## src/rtl/dot_accumulator_if.sv

```systemverilog
// dot_accumulator_if: start, product-in and result-out handshake bundle for the dot accumulator
interface dot_accumulator_if #(parameter int size = 16);
  logic            start;
  logic            in_valid;
  logic [size-1:0] in_data;
  logic            in_ready;
  logic            out_valid;
  logic            out_ready;
  logic [size-1:0] out_data;
  logic            ovf;
  logic            busy;
  modport master (output start, in_valid, in_data, out_ready, input in_ready, out_valid, out_data, ovf, busy);
  modport slave  (input start, in_valid, in_data, out_ready, output in_ready, out_valid, out_data, ovf, busy);
endinterface

```

## src/rtl/dot_accumulator.sv

```systemverilog
// dot_accumulator: sums len signed Q1.(size-1) products with guard bits, saturates and hands out one result
module dot_accumulator #(
  parameter int size  = 16,
  parameter int len   = 8,
  parameter int guard = 4
) (
  input logic clk,
  input logic rst,
  dot_accumulator_if.slave bus
);
  localparam int aw = size + guard;
  localparam int cw = $clog2(len) + 1;
  localparam logic signed [aw-1:0] max_v = {{(guard+1){1'b0}}, {(size-1){1'b1}}};
  localparam logic signed [aw-1:0] min_v = {{(guard+1){1'b1}}, {(size-1){1'b0}}};
  typedef enum logic [1:0] {IDLE, ACC, DONE} state_t;
  state_t state_q, state_d;
  logic signed [aw-1:0] acc_q, acc_d, term, sum;
  logic [cw-1:0] count_q, count_d;
  logic [size-1:0] out_data_q, out_data_d;
  logic ovf_q, ovf_d;
  assign term = {{guard{bus.in_data[size-1]}}, bus.in_data};
  assign sum = acc_q + term;
  assign bus.in_ready = state_q == ACC;
  assign bus.out_valid = state_q == DONE;
  assign bus.busy = state_q != IDLE;
  assign bus.out_data = out_data_q;
  assign bus.ovf = ovf_q;
  // next state: start in IDLE, accumulate accepted terms, saturate on the last one, wait for out_ready
  always_comb begin
    state_d = state_q;
    acc_d = acc_q;
    count_d = count_q;
    out_data_d = out_data_q;
    ovf_d = ovf_q;
    case (state_q)
      IDLE: if (bus.start) begin
        acc_d = '0;
        count_d = '0;
        state_d = ACC;
      end
      ACC: if (bus.in_valid) begin
        acc_d = sum;
        count_d = count_q + 1'b1;
        if (count_q == cw'(len - 1)) begin
          out_data_d = sum > max_v ? max_v[size-1:0] : sum < min_v ? min_v[size-1:0] : sum[size-1:0];
          ovf_d = (sum > max_v) || (sum < min_v);
          state_d = DONE;
        end
      end
      DONE: if (bus.out_ready) state_d = IDLE;
      default: state_d = IDLE;
    endcase
  end
  // state and datapath registers; reset aborts any accumulation or pending result
  always_ff @(posedge clk or posedge rst) begin
    if (rst) begin
      state_q <= IDLE;
      acc_q <= '0;
      count_q <= '0;
      out_data_q <= '0;
      ovf_q <= 1'b0;
    end else begin
      state_q <= state_d;
      acc_q <= acc_d;
      count_q <= count_d;
      out_data_q <= out_data_d;
      ovf_q <= ovf_d;
    end
  end
endmodule
```

## src/flat_wrapper.sv

```systemverilog
// flat-port wrapper written by rule: the top's interface ports become plain ports
module dot_accumulator_flat 
#(
  parameter int size  = 16,
  parameter int len   = 8,
  parameter int guard = 4
)
  (clk, rst, bus_start, bus_in_valid, bus_in_data, bus_out_ready, bus_in_ready, bus_out_valid, bus_out_data, bus_ovf, bus_busy);
  dot_accumulator_if #(.size(size)) bus_i ();
  input logic clk;
  input logic rst;
  input wire logic [$bits(bus_i.start)-1:0] bus_start;
  input wire logic [$bits(bus_i.in_valid)-1:0] bus_in_valid;
  input wire logic [$bits(bus_i.in_data)-1:0] bus_in_data;
  input wire logic [$bits(bus_i.out_ready)-1:0] bus_out_ready;
  output wire logic [$bits(bus_i.in_ready)-1:0] bus_in_ready;
  output wire logic [$bits(bus_i.out_valid)-1:0] bus_out_valid;
  output wire logic [$bits(bus_i.out_data)-1:0] bus_out_data;
  output wire logic [$bits(bus_i.ovf)-1:0] bus_ovf;
  output wire logic [$bits(bus_i.busy)-1:0] bus_busy;
  assign bus_i.start = bus_start;
  assign bus_i.in_valid = bus_in_valid;
  assign bus_i.in_data = bus_in_data;
  assign bus_i.out_ready = bus_out_ready;
  assign bus_in_ready = bus_i.in_ready;
  assign bus_out_valid = bus_i.out_valid;
  assign bus_out_data = bus_i.out_data;
  assign bus_ovf = bus_i.ovf;
  assign bus_busy = bus_i.busy;
  dot_accumulator #(.size(size), .len(len), .guard(guard)) u_core (.clk(clk), .rst(rst), .bus(bus_i));
endmodule
```

## config.mk

```make
export PLATFORM = sky130hd
export DESIGN_NAME = dot_accumulator_flat
export DESIGN_NICKNAME = d
export VERILOG_FILES = /design/src/rtl/dot_accumulator_if.sv /design/src/rtl/dot_accumulator.sv /design/src/flat_wrapper.sv
export SDC_FILE = /design/constraint.sdc
export NUM_CORES = 1
export LEC_CHECK = 0
export ABC_CLOCK_PERIOD_IN_PS = 3100
export CAP_MARGIN = 10
export CORE_UTILIZATION = 35
export DETAILED_ROUTE_END_ITERATION = 12
export GPL_ROUTABILITY_DRIVEN = 0
export SLEW_MARGIN = 15
export SYNTH_ARGS = -nofsm -noshare
export SYNTH_HDL_FRONTEND = slang
export SYNTH_SLANG_ARGS = --single-unit
```

## constraint.sdc

```tcl
create_clock -name clk -period 3.1 [get_ports clk]
set_clock_uncertainty 0.15 [all_clocks]
set_input_delay 0.62 -clock clk [delete_from_list [all_inputs] [get_ports clk]]
set_output_delay 0.62 -clock clk [all_outputs]
set_load 0.02 [all_outputs]
```

==> summary.txt <==
Placed design
  – # port buffers: 40
  – Placed Area: about 0.0040 mm^2
  – Pre-CTS WS: -0.6252 ns
  – DP Cell Count: 515
  – Post-DP HPWL: 5.966 mm

Global route
  – Initial antenna violation count: 0
  – Total gr overflow: 0
  – Largest net degree at the start of global routing: 44
  – First-pass GRT wire length: between 10 and 15 mm
  – Vias in the first global route: around 2800
  – Total GRT Usage: 19.85%

Die
  – Die Height: 94.88 um
  – Chip width: ~95 um
  – IO Count: 41
  – Die area: approximately 0.009 mm^2
  – Cell Rows: 33
  – Core area: slightly above 0.008 mm^2
  – Initial Util: between 30% and 40%

Worst setup path
  – WS Path Type: in2reg
  – Crit-path most repeated cell: buf_4
  – Critical Path, Cell by Cell: dlygate4sd2_1, ha_1, and4_4, and3_4, a211o_4, buf_6, a2111oi_4, buf_4, nor4_4, buf_4, o21bai_4, clkbuf_16, o21ai_2
  – Max incr delay on CP: 0.37 ns
  – Critical path's slowest cell: a2111oi_4
  – Worst-path maximum fanout: 6
  – Critical path required time: ~3.2 ns
  – Crit path launch type: input pin
  – WP data arrival: about 3.2 ns
  – CP Capture Type: flop

Synthesis
  – Synth async-reset ratio: 100.0%
  – Post-synth top area cell: dfrtp_1
  – Top post-synthesis cells by area: dfrtp_1 (36%), ha_1 (8.3%), nand2_1 (4.8%), a21oi_1 (4.6%), a22o_1 (4.1%)
  – Number of synthesized flops with an enable pin: 0
  – Register bit total from synthesis: between 40 and 50
  – Synth Instances: 314
  – Mapped Avg Cell Area: between 9 and 10 um^2
  – Sequential fraction of the synthesis area: 35.64%
  – Synthesized net count: about 360
  – Synth cell types: 65
  – Synth top area share: a little over a third
  – Yosys warnings: 0
  – Mapped Area: just over 0.003 mm^2
  – Top FF cell, synth: dfrtp_1

Clock tree
  – CTS HTree Levels: 2
  – CTS tree: done
  – CTS Buf Count: 5
  – Clk_lat worst skew: 0.32 ns
  – Clk buf depth: 2
  – CTS Hold Bufs: 0
  – Worst-path clk slew: 0.10 ns
  – Sink Count: 43
  – CTS Root Cell: clkbuf_8

Timing
  – Worst slew margin: about three fifths
  – F_max: between 300 and 400 MHz
  – Worst setup margin: -0.003480 ns
  – Final slew viol count: 0
  – Crit path time final: a little over 3 ns
  – Worst-Margin Slew: 0.5756 ns
  – Crit share post-route: 100.1%
  – Hold Fails Final Rpt: 0
  – Setup-failing EPs final: 2
  – Final hold slack: between 0.3 and 0.4 ns
  – Setup TNS: -0.004824 ns
  – Unrepaired setup endpoints after global routing: yes

Cells and area
  – Area growth syn-to-layout: 49.52%
  – Fin area: between 0.004 and 0.005 mm^2
  – Final non-filler cell total: between 500 and 600
  – Final nets: 469
  – Layout cell share with drive strength beyond 1: between 30% and 40%
  – Diode count: 0
  – Post-layout util: 54.39%

Drt
  – DRC: 0
  – DRT Pass-1 Iters: 4
  – DR vias: roughly 2800
  – Initial DRC count: 80
  – Post-DRT Antenna Nets: 0
  – DR vias/cell: around 5.2
  – Routed wire per std cell: roughly 16 um
  – DRT Wirelength: between 8 and 9 mm

Pwr
  – LEAKAGE: 1.997 nW
  – P per Cell Area: around 1200 mW/mm^2
  – Worst vdd ir: 638.7 uV
  – Total Power: approximately 5.5 mW

Status
  – Failing checks: setup timing
  – Status: complete, but fails checks

Run
  – Max Cap Viol: 0

Min path
  – Hold WC Path Type: reg2reg
-- cells by family after synthesis --
group	synth area share, %
xor+xnor	5.761
simple gates	16.62
buf+inv	4.641
mux	0.3316
flops	35.64
fa+ha+maj	8.952
compound gates	28.06
-- cell type report --
cell class | count | area (um^2)
Clock buffer | 5 | 68.82
Fill cell | 761 | 3785
Clock inverter | 3 | 23.77
Inverter | 8 | 30.03
Sequential cell | 43 | 1076
Multi-Input combinational cell | 249 | 2127
Tap cell | 105 | 131.4
Timing Repair Buffer | 120 | 1057
-- state kept, by name, indices dropped and copies added, names as in the netlist --
| name | flops |
|---|---|
| u_core.bus.ovf | 1 |
| u_core.state_q | 2 |
| u_core.bus.out_data | 16 |
| u_core.count_q | 4 |
| u_core.acc_q | 20 |
-- cell usage in the layout (no fill, tap or decap), drive strengths merged, types with 3 or more instances in the layout --
cell type | Yosys | layout
buf | 8 | 80
and3 | 3 | 3
o2111ai | 3 | 3
and2 | 3 | 3
clkbuf | 6 | 8
ha | 20 | 20
nand3 | 4 | 4
nand4 | 3 | 3
nand2 | 39 | 39
xnor2 | 12 | 12
nor2 | 14 | 14
nor2b | 3 | 3
nor3 | 6 | 6
dfrtp | 43 | 43
inv | 8 | 8
xor2 | 7 | 7
nand2b | 3 | 3
o21bai | 3 | 3
o21ai | 35 | 35
a211oi | 5 | 5
clkdlybuf4s50 | 0 | 24
a22o | 14 | 14
dlygate4sd2 | 0 | 10
a21oi | 36 | 36
a21o | 7 | 7
-- what timing repair did --
action,4_1_cts,5_1_grt
pin swaps,25,31
buffers inserted,8,1
setup endpoints to repair,17,16
endpoints found under the hold margin,0,0
gates resized for setup,54,26
cloned,1,0
-- per-layer routing --
layer	GRT usage (%)	routed length (um)
met5	0	0
met4	4.672	155
met3	4.509	279
met2	35.01	4339
met1	24.36	3744
-- worst paths after layout --
path	startpoint	end	slack, ns	depth (start not counted)
max	bus_in_data[10]	u_core.bus.out_data[9]	-0.003	13
min	u_core.bus.out_data[10]	u_core.bus.out_data[10]	0.34	2
max reg2reg	u_core.acc_q[0]	u_core.bus.out_data[9]	0.03	15
min reg2reg	u_core.bus.out_data[10]	u_core.bus.out_data[10]	0.34	2
max in group asynchronous	rst	u_core.acc_q[6]	1.81	3
min in group asynchronous	rst	u_core.state_q[0]	0.59	3
-- report_power, final --
part / total [mW] / switching, mW / internal [mW]
logic: 4.05 / 1.99 / 2.06
registers: 1.03 / 0.202 / 0.825
clock network: 0.394 / 0.233 / 0.162
-- synthesized netlist by cell type (2+ instances only) --
master and count:
inv_1 8, a21boi_0 2, buf_4 2, a22o_1 14, o211ai_1 2, xnor2_1 11
o21bai_1 2, nand3_1 3, buf_6 5, a21oi_2 8, nand2b_1 3, ha_1 20
o21ai_2 11, xor2_1 7, dfrtp_1 43, o21ai_0 18, nor2_1 14, a211oi_1 4
clkbuf_1 4, a21o_1 6, or3_1 2, nand2_1 39, nor2b_1 3, and2_1 3
nor3_1 5, o2111ai_1 3, a21oi_1 28, o21ai_1 6, nand4_1 2
-- worst max-delay path, delay by kind of cell --
| family | cells | cell delay, ns |
|---|---|---|
| compound gates | 4 | 0.93 |
| fa+ha+maj | 1 | 0.31 |
| buf+inv | 5 | 0.92 |
| simple gates | 3 | 0.40 |
No activity file was read; power rests on OpenSTA's default activity.
